==> src/rtl/mips_data_bus_bridge.sv <==
`default_nettype none
// ============================================================================
//  Module      : mips_data_bus_bridge
//  Description : Converts the CPU's single-cycle data-port accesses into
//                word-wide Avalon-MM transfers with waitrequest. The CPU is
//                frozen through cpu_clock_enable while a transfer is
//                outstanding and is released for exactly one completing cycle.
//                A stuck slave is aborted after TIMEOUT_CYCLES wait cycles.
//  Revision    : 1.0 - initial release
// ============================================================================
module mips_data_bus_bridge #(
    parameter int          TIMEOUT_CYCLES = 255,
    parameter logic [31:0] ERROR_DATA     = 32'hDEADBEEF
) (
    input  logic        clk,
    input  logic        reset,
    // CPU data port
    input  logic [31:0] cpu_data_address,
    input  logic        cpu_data_read,
    input  logic        cpu_data_write,
    input  logic [31:0] cpu_data_writedata,
    output logic [31:0] cpu_data_readdata,
    output logic        cpu_clock_enable,
    // Avalon-MM host
    output logic [31:0] avm_address,
    output logic        avm_read,
    output logic        avm_write,
    output logic [31:0] avm_writedata,
    output logic [3:0]  avm_byteenable,
    input  logic        avm_waitrequest,
    input  logic [31:0] avm_readdata,
    // Status
    output logic        bus_error
);

    // Counter is at least one bit wide so a disabled timeout still elaborates.
    localparam int              CNT_W       = (TIMEOUT_CYCLES > 0) ? $clog2(TIMEOUT_CYCLES + 1) : 1;
    localparam bit              C_TO_EN     = (TIMEOUT_CYCLES > 0);
    localparam logic [CNT_W-1:0] C_CNT_LAST = CNT_W'((TIMEOUT_CYCLES > 0) ? (TIMEOUT_CYCLES - 1) : 0);
    localparam logic [CNT_W-1:0] C_CNT_MAX  = {CNT_W{1'b1}};

    typedef enum logic [1:0] {
        ST_IDLE = 2'd0,
        ST_REQ  = 2'd1,
        ST_DONE = 2'd2
    } state_t;

    state_t           r_state;
    state_t           w_state_next;

    logic [31:0]      r_address;
    logic [31:0]      r_writedata;
    logic             r_read;
    logic             r_write;
    logic [31:0]      r_readdata;
    logic             r_bus_error;
    logic [CNT_W-1:0] r_wait_cnt;

    logic             w_req;
    logic             w_start;
    logic             w_complete;
    logic             w_timeout;

    // Byte lanes are resolved inside the CPU, so the low address bits carry
    // no information for the bus.
    logic             w_unused_addr_bits;
    assign w_unused_addr_bits = &{1'b0, cpu_data_address[1:0]};

    assign w_req      = cpu_data_read | cpu_data_write;
    assign w_start    = (r_state == ST_IDLE) && w_req;
    assign w_complete = (r_state == ST_REQ) && !avm_waitrequest;
    // The abort fires on the wait cycle that would bring the count to
    // TIMEOUT_CYCLES, so the strobe is visible for exactly that many cycles.
    assign w_timeout  = C_TO_EN && (r_state == ST_REQ) && avm_waitrequest
                        && (r_wait_cnt == C_CNT_LAST);

    // State register.
    always_ff @(posedge clk) begin
        if (reset) begin
            r_state <= ST_IDLE;
        end else begin
            r_state <= w_state_next;
        end
    end

    // Next-state logic: IDLE -> REQ on a request, REQ -> DONE on completion
    // or abort, DONE always returns to IDLE (requests seen there belong to
    // the instruction that is committing).
    always_comb begin
        w_state_next = r_state;
        case (r_state)
            ST_IDLE: begin
                if (w_req) begin
                    w_state_next = ST_REQ;
                end
            end
            ST_REQ: begin
                if (w_complete || w_timeout) begin
                    w_state_next = ST_DONE;
                end
            end
            ST_DONE: begin
                w_state_next = ST_IDLE;
            end
            default: begin
                w_state_next = ST_IDLE;
            end
        endcase
    end

    // Bus request, captured read data and the sticky error flag.
    always_ff @(posedge clk) begin
        if (reset) begin
            r_address   <= 32'h0;
            r_writedata <= 32'h0;
            r_read      <= 1'b0;
            r_write     <= 1'b0;
            r_readdata  <= 32'h0;
            r_bus_error <= 1'b0;
        end else if (w_start) begin
            r_address   <= {cpu_data_address[31:2], 2'b00};
            r_writedata <= cpu_data_writedata;
            // A simultaneous read and write is treated as a store.
            r_write     <= cpu_data_write;
            r_read      <= cpu_data_read & ~cpu_data_write;
        end else if (w_complete) begin
            r_read  <= 1'b0;
            r_write <= 1'b0;
            if (r_read) begin
                r_readdata <= avm_readdata;
            end
        end else if (w_timeout) begin
            r_read      <= 1'b0;
            r_write     <= 1'b0;
            r_bus_error <= 1'b1;
            if (r_read) begin
                r_readdata <= ERROR_DATA;
            end
        end
    end

    // Stall counter: counts wait cycles within one transfer, saturates
    // instead of wrapping, and restarts whenever REQ is left.
    always_ff @(posedge clk) begin
        if (reset) begin
            r_wait_cnt <= '0;
        end else if (w_state_next != ST_REQ) begin
            r_wait_cnt <= '0;
        end else if ((r_state == ST_REQ) && avm_waitrequest && (r_wait_cnt != C_CNT_MAX)) begin
            r_wait_cnt <= r_wait_cnt + 1'b1;
        end
    end

    // The CPU runs during reset (to clear its registers), when idle with no
    // access pending, and in the single completing cycle.
    assign cpu_clock_enable = reset
                              | ((r_state == ST_IDLE) & ~w_req)
                              | (r_state == ST_DONE);

    assign cpu_data_readdata = r_readdata;
    assign avm_address       = r_address;
    assign avm_read          = r_read;
    assign avm_write         = r_write;
    assign avm_writedata     = r_writedata;
    assign avm_byteenable    = 4'hF;
    assign bus_error         = r_bus_error;

endmodule
`default_nettype wire
==> config.mk <==
export PLATFORM = sky130hd
export DESIGN_NAME = mips_data_bus_bridge
export DESIGN_NICKNAME = d
export VERILOG_FILES = /design/src/rtl/mips_data_bus_bridge.sv
export SDC_FILE = /design/constraint.sdc
export NUM_CORES = 1
export LEC_CHECK = 0
export CORE_UTILIZATION = 42
export CTS_BUF_LIST = sky130_fd_sc_hd__clkbuf_8
export DETAILED_ROUTE_END_ITERATION = 7
export PLACE_DENSITY_LB_ADDON = 0.05
export SKIP_LAST_GASP = 1
export SYNTH_ARGS = -nofsm -noshare
export SYNTH_HDL_FRONTEND = slang
export SYNTH_SLANG_ARGS = --single-unit
==> constraint.sdc <==
create_clock -name clk -period 2.61 [get_ports clk]
set_clock_uncertainty 0.1 [all_clocks]
set_input_delay 0.522 -clock clk [delete_from_list [all_inputs] [get_ports clk]]
set_output_delay 0.522 -clock clk [all_outputs]
set_load 0.02 [all_outputs]
==> flow_summary.toml, run 1 <==
[status]
status = "completed"

[global_routing]
grt_remaining_overflow = 0
grt_start_max_net_pins = 99
grt_use_met3_pct = 4.568
use_met1_pct = 26.22
grt_pass1_vias = 3575
grt_pass1_wl_mm = 17.12
busiest_layer = "met2"
grt_antenna_before_repair = 0
track_usage_pct = 21.68
gr-usage-met2_pct = 38.30

[place]
placed_area_um2 = 6011
gp_congestion = 0.7201
portBuffers = 196
place_inst = 783
dp_hpwl_mm = 7.641
place_ws_ns = 0.004091

[final_layout]
final_core_util_pct = 67.22
stdcell_area_um2 = 6211
drive_gt1_share_pct = 6.269
area_growth_pct = 55.76
num-nets-final = 768
instances_no_fill = 799
antenna_cells = 0

[logic_synthesis]
syn_inst = 485
synth-seq-area-share_pct = 53.72
syn_area_um2 = 3988
synth_most_common_cell = "nand2_1"
synth-edff-count = 0
yosysTopAreaCellShare_pct = 53.72
ys_seq_elements = 107
ys.warnings.count = 0
synthArstFlopShare_pct = 0
avgSynthCellArea_um2 = 8.222
synthTopCellsByCount = "129 x nand2_1, 107 x dfxtp_1, 89 x a21oi_1"
ys.flop_type = "dfxtp_1"
synth_top_area_cell = "dfxtp_1"
yosys-top-cells-area = "dfxtp_1 54%, nand2_1 12%, a21oi_1 11%, nor3_1 3.6%, nor2_1 3.4%"
synth_cell_types = 36

[sta]
tns_ns = 0
period_share_pct = 89.18
worstMarginPinSlew_ns = 1.006
slew_viol_final = 0
rsz0062_at_grt = "false"
fin_crit_ns = 2.328
max-slew-margin-rel_pct = 32.96
fmax_mhz = 429.6
setup_ws_ns = 0.2825
hold_violations = 0
holdWs_ns = 0.3561
setup_viol = 0

[setup_path]
ff2ff_setup_slack_ns = 0.66
worst_setup_path_end_kind = "output pin"
cp_max_fo = 2
required_ns = 1.99
crit_arrival_ns = 1.71
cpPeakStageDelay_ns = 0.42
critPathBufInv = 2
crit_slowest_cell = "clkdlybuf4s50_1"
crit_chain = "clkdlybuf4s50_1 > nor2_1 > nor2_1 > o21ai_0 > dlygate4sd2_1"
path_delay_family = "buffers and inverters"
start_kind = "primary input"
critPathKind = "primary input to output pin"
path_common_cell = "nor2_1"

[drt]
via_per_inst = 4.879
drtIter0Drc = 125
num_vias = 3898
drt-pass1-iter-count = 4
remaining_drc_errors = 0
antenna_left = 0
wl_mm = 11.10
wire_per_inst_um = 13.89

[die]
die_area_um2 = 9888
initial_core_util_pct = 43.16
dieWidth_um = 99.44
die_h_um = 99.44
core_um2 = 9240
num_rows = 35
ioPinCount = 205

[cts]
cts_root_buf = "clkbuf_8"
cts_buffers = 9
tritoncts = "yes"
clock_latency_ns = 0.34
cts_setup_buffers = 0
clk_pin_slew_ns = 0.09
clock_path_buffers = 2
htreeDepth = 3
cts_sinks = 107

[power_and_ir_drop]
p_switching_uw = 999.5
swShare_pct = 27.85
p_leak_nw = 2.291
p_per_area_nw_per_um2 = 577.8
power_frac_clock_pct = 28.3
vdd_ir_drop_max_mv = 0.3522
internal_power_mw = 2.589
p_comb_share_pct = 21.8
power_mw = 3.589
pwr-share-seq_pct = 49.9

[hold_path]
hp-class = "flop to flop"

[run]
drv_cap = 0
==> flip-flops by register name, indices dropped and copies added, names as in the netlist <==
signal and count:
avm_address 30, avm_read 1, avm_write 1, avm_writedata 32
r_state 2, r_wait_cnt 8, bus_error 1, cpu_data_readdata 32
==> power by group through the flow <==
stage,sequential (mW),clock [mW],combinational [mW]
final,1.79,1.02,0.781
after global routing,1.80,1.11,0.843
after CTS,1.79,1.05,0.789
after detailed placement,1.83,0,0.786
after global placement,1.82,0,0.775
after floorplan,1.94,0,0.269
==> tightest hold or removal path, stage by stage (launching register included) <==
cell,delay [ns]
dfxtp_1,0.32
nand2_1,0.05
a21oi_1,0.05
==> cells by family (layout without fill, tap and decap cells) <==
kind of cell	after synthesis	after routing	synth area share (%)
AOI/OAI and AO/OA	110	110	16.19
xor gates and xnor gates	2	2	0.4394
adders and majority gates	2	2	0.6274
buffers and inverters	43	224	5.271
DFF	107	107	53.72
other	2	6	0.1883
and+or+nand+nor	219	219	23.57
==> metal layers <==
metal	vias up	routed length (µm)
met5	-	0
met4	0	157
met3	11	710
met2	137	5534
met1	1786	4693
li1	1964	-
==> final cells by class <==
cell class / count / area, µm²
multi-input cells: 339 / 1657
fillers: 776 / 3029
clock inverters: 6 / 63.81
inverters: 3 / 11.26
flip-flops and latches: 107 / 2142
repair buffers: 205 / 2038
clock buffers: 10 / 137.6
well taps: 129 / 161.4
==> what timing repair did <==
action | 4_1_cts | 5_1_grt
hold buffers | 0 | 0
gates resized for setup | 1 | 0
setup endpoints to repair | 1 | 0
==> layout by cell type (no fill, tap or decap), drive strengths merged <==
cell type	instances
or3	1
clkinvlp	1
and3b	3
o21ai	3
conb	6
ha	2
clkdlybuf4s50	194
a211o	1
a31oi	1
nor3	29
nor2b	1
nand3	4
nand3b	1
clkinv	3
a211oi	5
dlygate4sd2	1
and3	1
bufinv	1
nor4	1
and4	2
nor2	36
buf	10
clkbuf	10
and2	1
a21oi	89
xnor2	2
nand2	129
nand4	1
nor3b	8
dfxtp	107
a2111oi	1
a311oi	2
inv	4
a31o	8
nand2b	1
==> path summary, 6_finish.rpt <==
path | from | endpoint | cells after the start
worst max-delay path | cpu_data_write | cpu_clock_enable | 5
worst min-delay path | avm_address[6] | avm_address[6] | 2
worst max register to register | r_wait_cnt[1] | cpu_data_readdata[24] | 6
worst min register to register | avm_address[6] | avm_address[6] | 2
(Power assumes the default switching activity.)
==> run 2: changes to the inputs <==
CORE_MARGIN = 3   (was default)
==> flow_summary.toml, run 2 (synthesis results as in run 1) <==
[power_and_ir_drop]
power_frac_clock_pct = 25.8
power_mw = 3.470
p_switching_uw = 982.8
p_per_area_nw_per_um2 = 560.1
p_comb_share_pct = 22.7
internal_power_mw = 2.487
vdd_ir_drop_max_mv = 0.2764
swShare_pct = 28.32
p_leak_nw = 2.297
pwr-share-seq_pct = 51.5

[drt]
via_per_inst = 4.861
antenna_left = 0
num_vias = 3879
wl_mm = 11.31
wire_per_inst_um = 14.18
remaining_drc_errors = 0
drtIter0Drc = 151
drt-pass1-iter-count = 4

[global_routing]
use_met1_pct = 24.34
grt_pass1_vias = 3582
track_usage_pct = 20.59
grt_remaining_overflow = 0
grt_use_met3_pct = 6.170
busiest_layer = "met2"
gr-usage-met2_pct = 35.59
grt_antenna_before_repair = 0
grt_start_max_net_pins = 99
grt_pass1_wl_mm = 17.42

[cts]
clock_path_buffers = 2
cts_buffers = 9
cts_setup_buffers = 0
tritoncts = "yes"
clock_latency_ns = 0.35
cts_root_buf = "clkbuf_8"
htreeDepth = 3
cts_sinks = 107
clk_pin_slew_ns = 0.10
ctsHoldBuffers = 0
ctsResizeCount = 0

[setup_path]
critPathKind = "primary input to output pin"
reg2reg_depth = 6
cp_max_fo = 2
start_kind = "primary input"
required_ns = 1.99
crit_arrival_ns = 1.54
worst_setup_path_end_kind = "output pin"

[final_layout]
drive_gt1_share_pct = 6.399
final_common_cell = "clkdlybuf4s50_1"
seq_area_um2 = 2142
final_cell_mix = "194 x clkdlybuf4s50_1, 129 x nand2_1, 107 x dfxtp_1"
fill_cells = 733
area_growth_pct = 55.38
instances_no_fill = 798
multi_input_area_um2 = 1657
stdcell_area_um2 = 6196
antenna_cells = 0
num-nets-final = 770

[sta]
tns_ns = 0
worstMarginPinSlew_ns = 1.014
rsz0062_at_grt = "false"
fmax_mhz = 462.6
max-slew-margin-rel_pct = 32.37
holdWs_ns = 0.3580
hold_violations = 0
fin_crit_ns = 2.162
slew_viol_final = 0
period_share_pct = 82.82
setup_viol = 0

[place]
portBuffers = 196
dp_hpwl_mm = 7.973
placed_area_um2 = 6022
place_inst = 782
gp_congestion = 0.8047

[die]
core_um2 = 8976
num_rows = 34
die_h_um = 103.4
ioPinCount = 205
die_area_um2 = 10700
dieWidth_um = 103.4
initial_core_util_pct = 44.42

[status]
status = "completed"

[run]
drv_cap = 0

[hold_path]
hold-path-cell-count = 2
hp-class = "flop to flop"
[run 2: per-stage QoR]
stage                     util [%]  setup slack [ns]
final                        69.03            0.4484
after global routing         69.03            0.3133
after CTS                    69.00           0.03881
after detailed placement     67.09           0.03954
after global placement       67.09           0.05140
after floorplan                  -            0.7080
[run 2: path summary, 6_finish.rpt]
check / start / endpoint / slack, ns
hold / removal: avm_address[21] / avm_address[21] / 0.36
setup / recovery: cpu_data_write / cpu_clock_enable / 0.45
setup reg to reg: r_wait_cnt[1] / cpu_data_readdata[20] / 0.67
hold reg to reg: avm_address[21] / avm_address[21] / 0.36
[run 2: area by class of cell]
cell class / instances / area share, %
flip-flops and latches: 107 / 34.57
repair buffers: 207 / 33.20
multi-input cells: 339 / 26.74
well taps: 126 / 2.544
clock buffers: 10 / 2.221
clock inverters: 6 / 0.5452
inverters: 3 / 0.1817
[run 2: routing by layer]
metal	vias to the layer above	part of all wire [%]	routed length (µm)
met2	139	50	5663
met1	1754	40	4529
li1	1969	-	-
met4	0	1.7	188
met5	-	0	0
met3	17	8.2	932
[run 2: worst max-delay path, stage by stage]
cell,delay [ns]
clkdlybuf4s50_1,0.42
nor2_1,0.15
nor2_1,0.05
o21ai_0,0.14
dlymetal6s2s_1,0.26
[run 2: power groups by stage]
stage,logic (mW),clock network [mW],registers [mW]
5_1_grt,0.852,0.986,1.80
4_1_cts,0.796,0.921,1.79
6_report,0.788,0.894,1.79
2_1_floorplan,0.269,0,1.94
3_5_place_dp,0.793,0,1.83
3_3_place_gp,0.784,0,1.82
